==> src/rtl/scanline_pos_gen_pkg.sv <==
// rtl/scanline_pos_gen_pkg.sv - shared constants and types for scanline position generation
package scanline_pos_gen_pkg;

  // Fractional bits of the vertical phase accumulator (1.0 == 1 << ACC_W)
  localparam int ACC_W_DEF = 12;

  // Width and reset value of the scanline position handed to scanline emulation
  localparam int                   SL_POS_W   = 8;
  localparam logic [SL_POS_W-1:0]  SL_POS_MID = 8'h80;

  // RGB pixel width carried through the video path
  localparam int VDATA_W = 24;

  typedef enum logic {
    WAIT_VS = 1'b0,
    ACTIVE  = 1'b1
  } sl_state_e;

endpackage

==> src/rtl/scanline_pos_gen.sv <==
// rtl/scanline_pos_gen.sv - per-line scanline position/enable with matched 2-cycle video delay
module scanline_pos_gen
  import scanline_pos_gen_pkg::*;
#(
  parameter int ACC_W = ACC_W_DEF
) (
  input  logic                VCLK_i,
  input  logic                nVRST_i,
  input  logic                HSYNC_i,
  input  logic                VSYNC_i,
  input  logic                DE_i,
  input  logic [VDATA_W-1:0]  vdata_i,
  input  logic                sl_en_i,
  input  logic [ACC_W:0]      v_step_i,
  input  logic [ACC_W-1:0]    v_phase_init_i,
  output logic                HSYNC_o,
  output logic                VSYNC_o,
  output logic                DE_o,
  output logic [VDATA_W-1:0]  vdata_o,
  output logic                sl_en_o,
  output logic [SL_POS_W-1:0] sl_rel_pos_o
);

  localparam logic [ACC_W:0] STEP_ONE = {1'b1, {ACC_W{1'b0}}};

  // First video stage; the second stage is the output registers themselves
  logic               hs_d1, vs_d1, de_d1;
  logic [VDATA_W-1:0] vdata_d1;

  sl_state_e          state, state_nxt;
  logic               sl_allowed;

  logic [ACC_W:0]     step_sh;
  logic [ACC_W-1:0]   acc;

  logic               fs, ls, le;
  logic [ACC_W:0]     step_src;
  logic [ACC_W-1:0]   acc_src;
  logic [ACC_W-1:0]   pos_sum;
  logic               unused_pos_lsbs;

  // Events compare stage 1 against stage 2 so LS lands on the DE_o rising edge
  assign fs = VSYNC_o & ~vs_d1;
  assign ls = de_d1 & ~DE_o;
  assign le = ~de_d1 & DE_o;

  // A frame start in the same cycle as a line start hands that line the fresh config
  assign step_src = fs ? v_step_i : step_sh;
  assign acc_src  = fs ? v_phase_init_i : acc;
  assign pos_sum  = acc_src + step_src[ACC_W:1];

  // Only the top bits of the line centre matter; the rest is carry fodder
  assign unused_pos_lsbs = ^pos_sum[ACC_W-SL_POS_W-1:0];

  // Two-stage video delay line; reset values double as cleared edge-detector history
  always_ff @(posedge VCLK_i) begin
    if (!nVRST_i) begin
      hs_d1    <= 1'b1;
      vs_d1    <= 1'b1;
      de_d1    <= 1'b0;
      vdata_d1 <= '0;
      HSYNC_o  <= 1'b1;
      VSYNC_o  <= 1'b1;
      DE_o     <= 1'b0;
      vdata_o  <= '0;
    end else begin
      hs_d1    <= HSYNC_i;
      vs_d1    <= VSYNC_i;
      de_d1    <= DE_i;
      vdata_d1 <= vdata_i;
      HSYNC_o  <= hs_d1;
      VSYNC_o  <= vs_d1;
      DE_o     <= de_d1;
      vdata_o  <= vdata_d1;
    end
  end

  // State register
  always_ff @(posedge VCLK_i) begin
    if (!nVRST_i) state <= WAIT_VS;
    else          state <= state_nxt;
  end

  // Next state: first frame start arms scanlines for good
  always_comb begin
    state_nxt = state;
    case (state)
      WAIT_VS: if (fs) state_nxt = ACTIVE;
      ACTIVE:  state_nxt = ACTIVE;
      default: state_nxt = WAIT_VS;
    endcase
  end

  // Output decode: a line may carry scanlines once a frame start has been seen
  always_comb begin
    sl_allowed = 1'b0;
    case (state)
      WAIT_VS: sl_allowed = fs;
      ACTIVE:  sl_allowed = 1'b1;
      default: sl_allowed = 1'b0;
    endcase
  end

  // Phase accumulator: reload at frame start, advance one output line at line end
  always_ff @(posedge VCLK_i) begin
    if (!nVRST_i) begin
      acc     <= '0;
      step_sh <= STEP_ONE;
    end else if (fs) begin
      acc     <= v_phase_init_i;
      step_sh <= v_step_i;
    end else if (le) begin
      acc     <= acc + step_sh[ACC_W-1:0];
    end
  end

  // Per-line scanline outputs, held from one line start to the next
  always_ff @(posedge VCLK_i) begin
    if (!nVRST_i) begin
      sl_rel_pos_o <= SL_POS_MID;
      sl_en_o      <= 1'b0;
    end else if (ls) begin
      sl_rel_pos_o <= pos_sum[ACC_W-1 -: SL_POS_W];
      sl_en_o      <= sl_en_i & sl_allowed & (step_src < STEP_ONE);
    end
  end

endmodule

==> config.mk <==
export PLATFORM = sky130hd
export DESIGN_NAME = scanline_pos_gen
export DESIGN_NICKNAME = d
export VERILOG_FILES = /design/src/rtl/scanline_pos_gen_pkg.sv /design/src/rtl/scanline_pos_gen.sv
export SDC_FILE = /design/constraint.sdc
export NUM_CORES = 1
export LEC_CHECK = 0
export ABC_AREA = 1
export BUFFER_PORTS_ARGS = -buffer_cell sky130_fd_sc_hd__buf_4
export CORE_MARGIN = 10
export CORE_UTILIZATION = 58
export DETAILED_ROUTE_END_ITERATION = 16
export PLACE_DENSITY = 0.92
export SLEW_MARGIN = 10
export SYNTH_ARGS = -nofsm -noshare
export SYNTH_HDL_FRONTEND = slang
export SYNTH_SLANG_ARGS = --single-unit
==> constraint.sdc <==
create_clock -name VCLK_i -period 3.6 [get_ports VCLK_i]
set_clock_uncertainty 0.1 [all_clocks]
set_input_delay 0.36 -clock VCLK_i [delete_from_list [all_inputs] [get_ports VCLK_i]]
set_output_delay 0.36 -clock VCLK_i [all_outputs]
set_load 0.01 [all_outputs]
==> reports/metrics.yaml <==
outcome:
  status: "finished, final reports clean"
worst_setup_path:
  worstSetupPathType: "reg2reg"
  path_buf_inv: 4
  slowest_stage: "dfxtp_1"
  ff2ff_setup_slack_ns: 0.96
  cpPeakStageDelay_ns: 0.46
  cp_max_fo: 13
  critPathMostFrequentCell: "nand2_1"
  crit_start: "VSYNC_o$_SDFF_PN1_"
  cp.required_ns: 3.75
  reg2reg_from: "VSYNC_o$_SDFF_PN1_"
  cp-start-kind: "register"
  setup.worst_path.end_class: "register"
  path_cells: "inv_2 > nor2_2 > buf_4 > or2_2 > o21ai_0 > inv_1 > ha_1 > a21o_1 > nand4_1 > nand2_1 > nand2_1 > nand3_1 > nand2_1 > nand3_1 > nand2_1 > inv_1"
  critPathTopFamily: "simple AND/OR/NAND/NOR gates"
  rr_worst_depth: 16
  worstPathArrival_ns: 2.80
  worstReg2RegEnd: "sl_rel_pos_o[6]$_SDFFE_PN0P_"
pwr:
  p_per_area_nw_per_um2: 445.7
  power_w: 0.002246
  p_leak_nw: 2.876
  ir_drop_mv: 0.3148
layout:
  n_antenna_cell: 0
  final_net_count: 733
  drive_gt1_frac: 0.1918
  syn2layout_area_growth_pct: 23.04
  final_core_util: 0.7375
synthesis:
  yosysTopAreaCell: "dfxtp_1"
  netlist_area_um2: 4095
  synth_nets: 650
  synth-edff-count: 0
  synth-async-reset-ratio: 0
  synth_common_cells: "159 x nand2_1, 103 x inv_1, 89 x dfxtp_1, 38 x nor2_1, 35 x o21ai_0"
  ys_ff_latch: 89
  netlist-cell-type-count: 32
  syn_inst: 574
  synth_area_leaders: "dfxtp_1 44%, nand2_1 15%, inv_1 9.4%"
  yosysMostFrequentCell: "nand2_1"
  yosysTopAreaCellShare: 0.4351
  synth_warnings: 0
  yosys_most_used_dff: "dfxtp_1"
  yosysSeqAreaShare: 0.4351
  synth.avg_cell_area_um2: 7.134
global_route:
  grt_pass1_vias: 3801
  grt_use_met3: 0.04399
  met2_usage: 0.3505
  antenna_found_initial: 0
  overflow: 0
  gr-usage-all-layers: 0.1969
  grtUsageMet1: 0.2209
  grt_busiest_layer: "met2"
  grt_pass1_wl_um: 17840
  grt_max_degree: 70
min_path:
  holdCritStartpoint: "vdata_i[20]"
  min_to: "vdata_d1[20]$_SDFF_PN0_"
  hold_class: "in2reg"
  hold_depth: 3
die:
  ios: 91
  die_w_um: 104.0
  coreArea_um2: 6832
  die_h_um: 104.0
  initial_core_util: 0.5995
  die_area_um2: 10820
  rows: 30
clock_network:
  h-tree-depth: 3
  cts_buffers: 9
  path_clk_slew_ns: 0.10
  cts_hold_buf: 0
  clock_sinks: 89
  clockBufferDepth: 2
  cts_setup_buffers: 0
  cts-resized-gates: 0
  tritoncts: "built"
  cts_root_buf: "clkbuf_8"
  clock_latency_ns: 0.36
timing:
  fin_crit_sh: 0.7344
  max_freq_mhz: 378.2
  rsz0062_at_grt: "false"
  final.min_clock_period_ns: 2.644
  slew_headroom: 0.4328
  tightest_slew_ns: 0.8488
  hold_viol: 0
  slew_viol_final: 0
  setup_viol: 0
  fin_tns_setup_ns: 0
  holdWs_ns: 0.07090
route:
  num_vias: 3814
  avgViaCountPerCell: 5.032
  routed_wl_um: 10720
  initialDrtViolationCount: 267
  ant_nets: 0
  drt-pass1-iter-count: 6
  post_drt_wl_per_cell_um: 14.14
  drc: 0
placement:
  hpwl_um: 7917
  globalplace.congestion: 0.9863
  io_buffers: 90
run:
  maxCapViolCount: 0
[tightest hold or removal path, delay by kind of cell]
family / cells / cell delay [ns]
simple gates: 1 / 0.04
buf+inv: 2 / 0.11
[per-layer routing]
metal	share of wire	vias to the layer above
met3	0.058	20
met1	0.41	1727
li1	-	1934
met4	0.020	0
met5	0	-
met2	0.51	133
[cell usage in the layout, fill, tap and decap left out, types with 9 or more instances in the layout]
cell type,netlist,layout
nand2_1,159,159
buf_4,0,91
ha_1,20,20
clkbuf_8,0,9
a21oi_1,26,26
nand3_1,25,25
dfxtp_1,89,89
o21ai_0,35,35
nor2_1,38,38
inv_1,103,103
[layout make-up]
cell class / instances / area [um^2]
multi-input cells: 360 / 1831
fillers: 555 / 1793
flip-flops and latches: 89 / 1782
repair buffers: 91 / 683.2
inverters: 106 / 397.9
clock buffers: 10 / 127.6
well taps: 96 / 120.1
clock inverters: 6 / 97.59
[report_power, final]
part | total (W) | switching (W) | internal (W)
Sequential | 0.00107 | 0.0000279 | 0.00104
Combinational | 0.000402 | 0.000235 | 0.000167
Clock | 0.000776 | 0.000374 | 0.000402
[logic make-up after synthesis]
group                      Yosys count  synth area share
and+or+nand+nor                    249            0.2536
buffers and inverters              125            0.1179
DFF                                 89            0.4351
AOI/OAI and AO/OA                   81            0.1082
adders and majority gates           21           0.06599
xor gates and xnor gates             9           0.01925
[metrics by stage]
| stage | worst slack, ns | std cells | area [um^2] |
|---|---|---|---|
| 2_1_floorplan | 1.294 | 574 | 4095 |
| 3_3_place_gp | 1.101 | 742 | 4813 |
| 3_5_place_dp | 1.027 | 742 | 4813 |
| 4_1_cts | 0.9919 | 758 | 5039 |
| 5_1_grt | 0.7124 | 758 | 5039 |
| 6_report | 0.9562 | 758 | 5039 |
[worst max-delay path by stage]
| stage | to | slack (ns) | cells past startpoint |
|---|---|---|---|
| after floorplan | sl_rel_pos_o[7]$_SDFFE_PN1P_ | 1.29 | 15 |
| after global placement | sl_rel_pos_o[3]$_SDFFE_PN0P_ | 1.10 | 14 |
| after detailed placement | sl_rel_pos_o[6]$_SDFFE_PN0P_ | 1.03 | 16 |
| after CTS | sl_rel_pos_o[6]$_SDFFE_PN0P_ | 0.99 | 16 |
| after global routing | sl_rel_pos_o[3]$_SDFFE_PN0P_ | 0.71 | 14 |
| final | sl_rel_pos_o[6]$_SDFFE_PN0P_ | 0.96 | 16 |
[registers in the layout, indices dropped and copies added (netlist names), 8 cells and up]
signal	count
vdata_d1	24
sl_rel_pos_o	8
step_sh	13
vdata_o	24
acc	12
No activity file was read; power rests on OpenSTA's default activity.
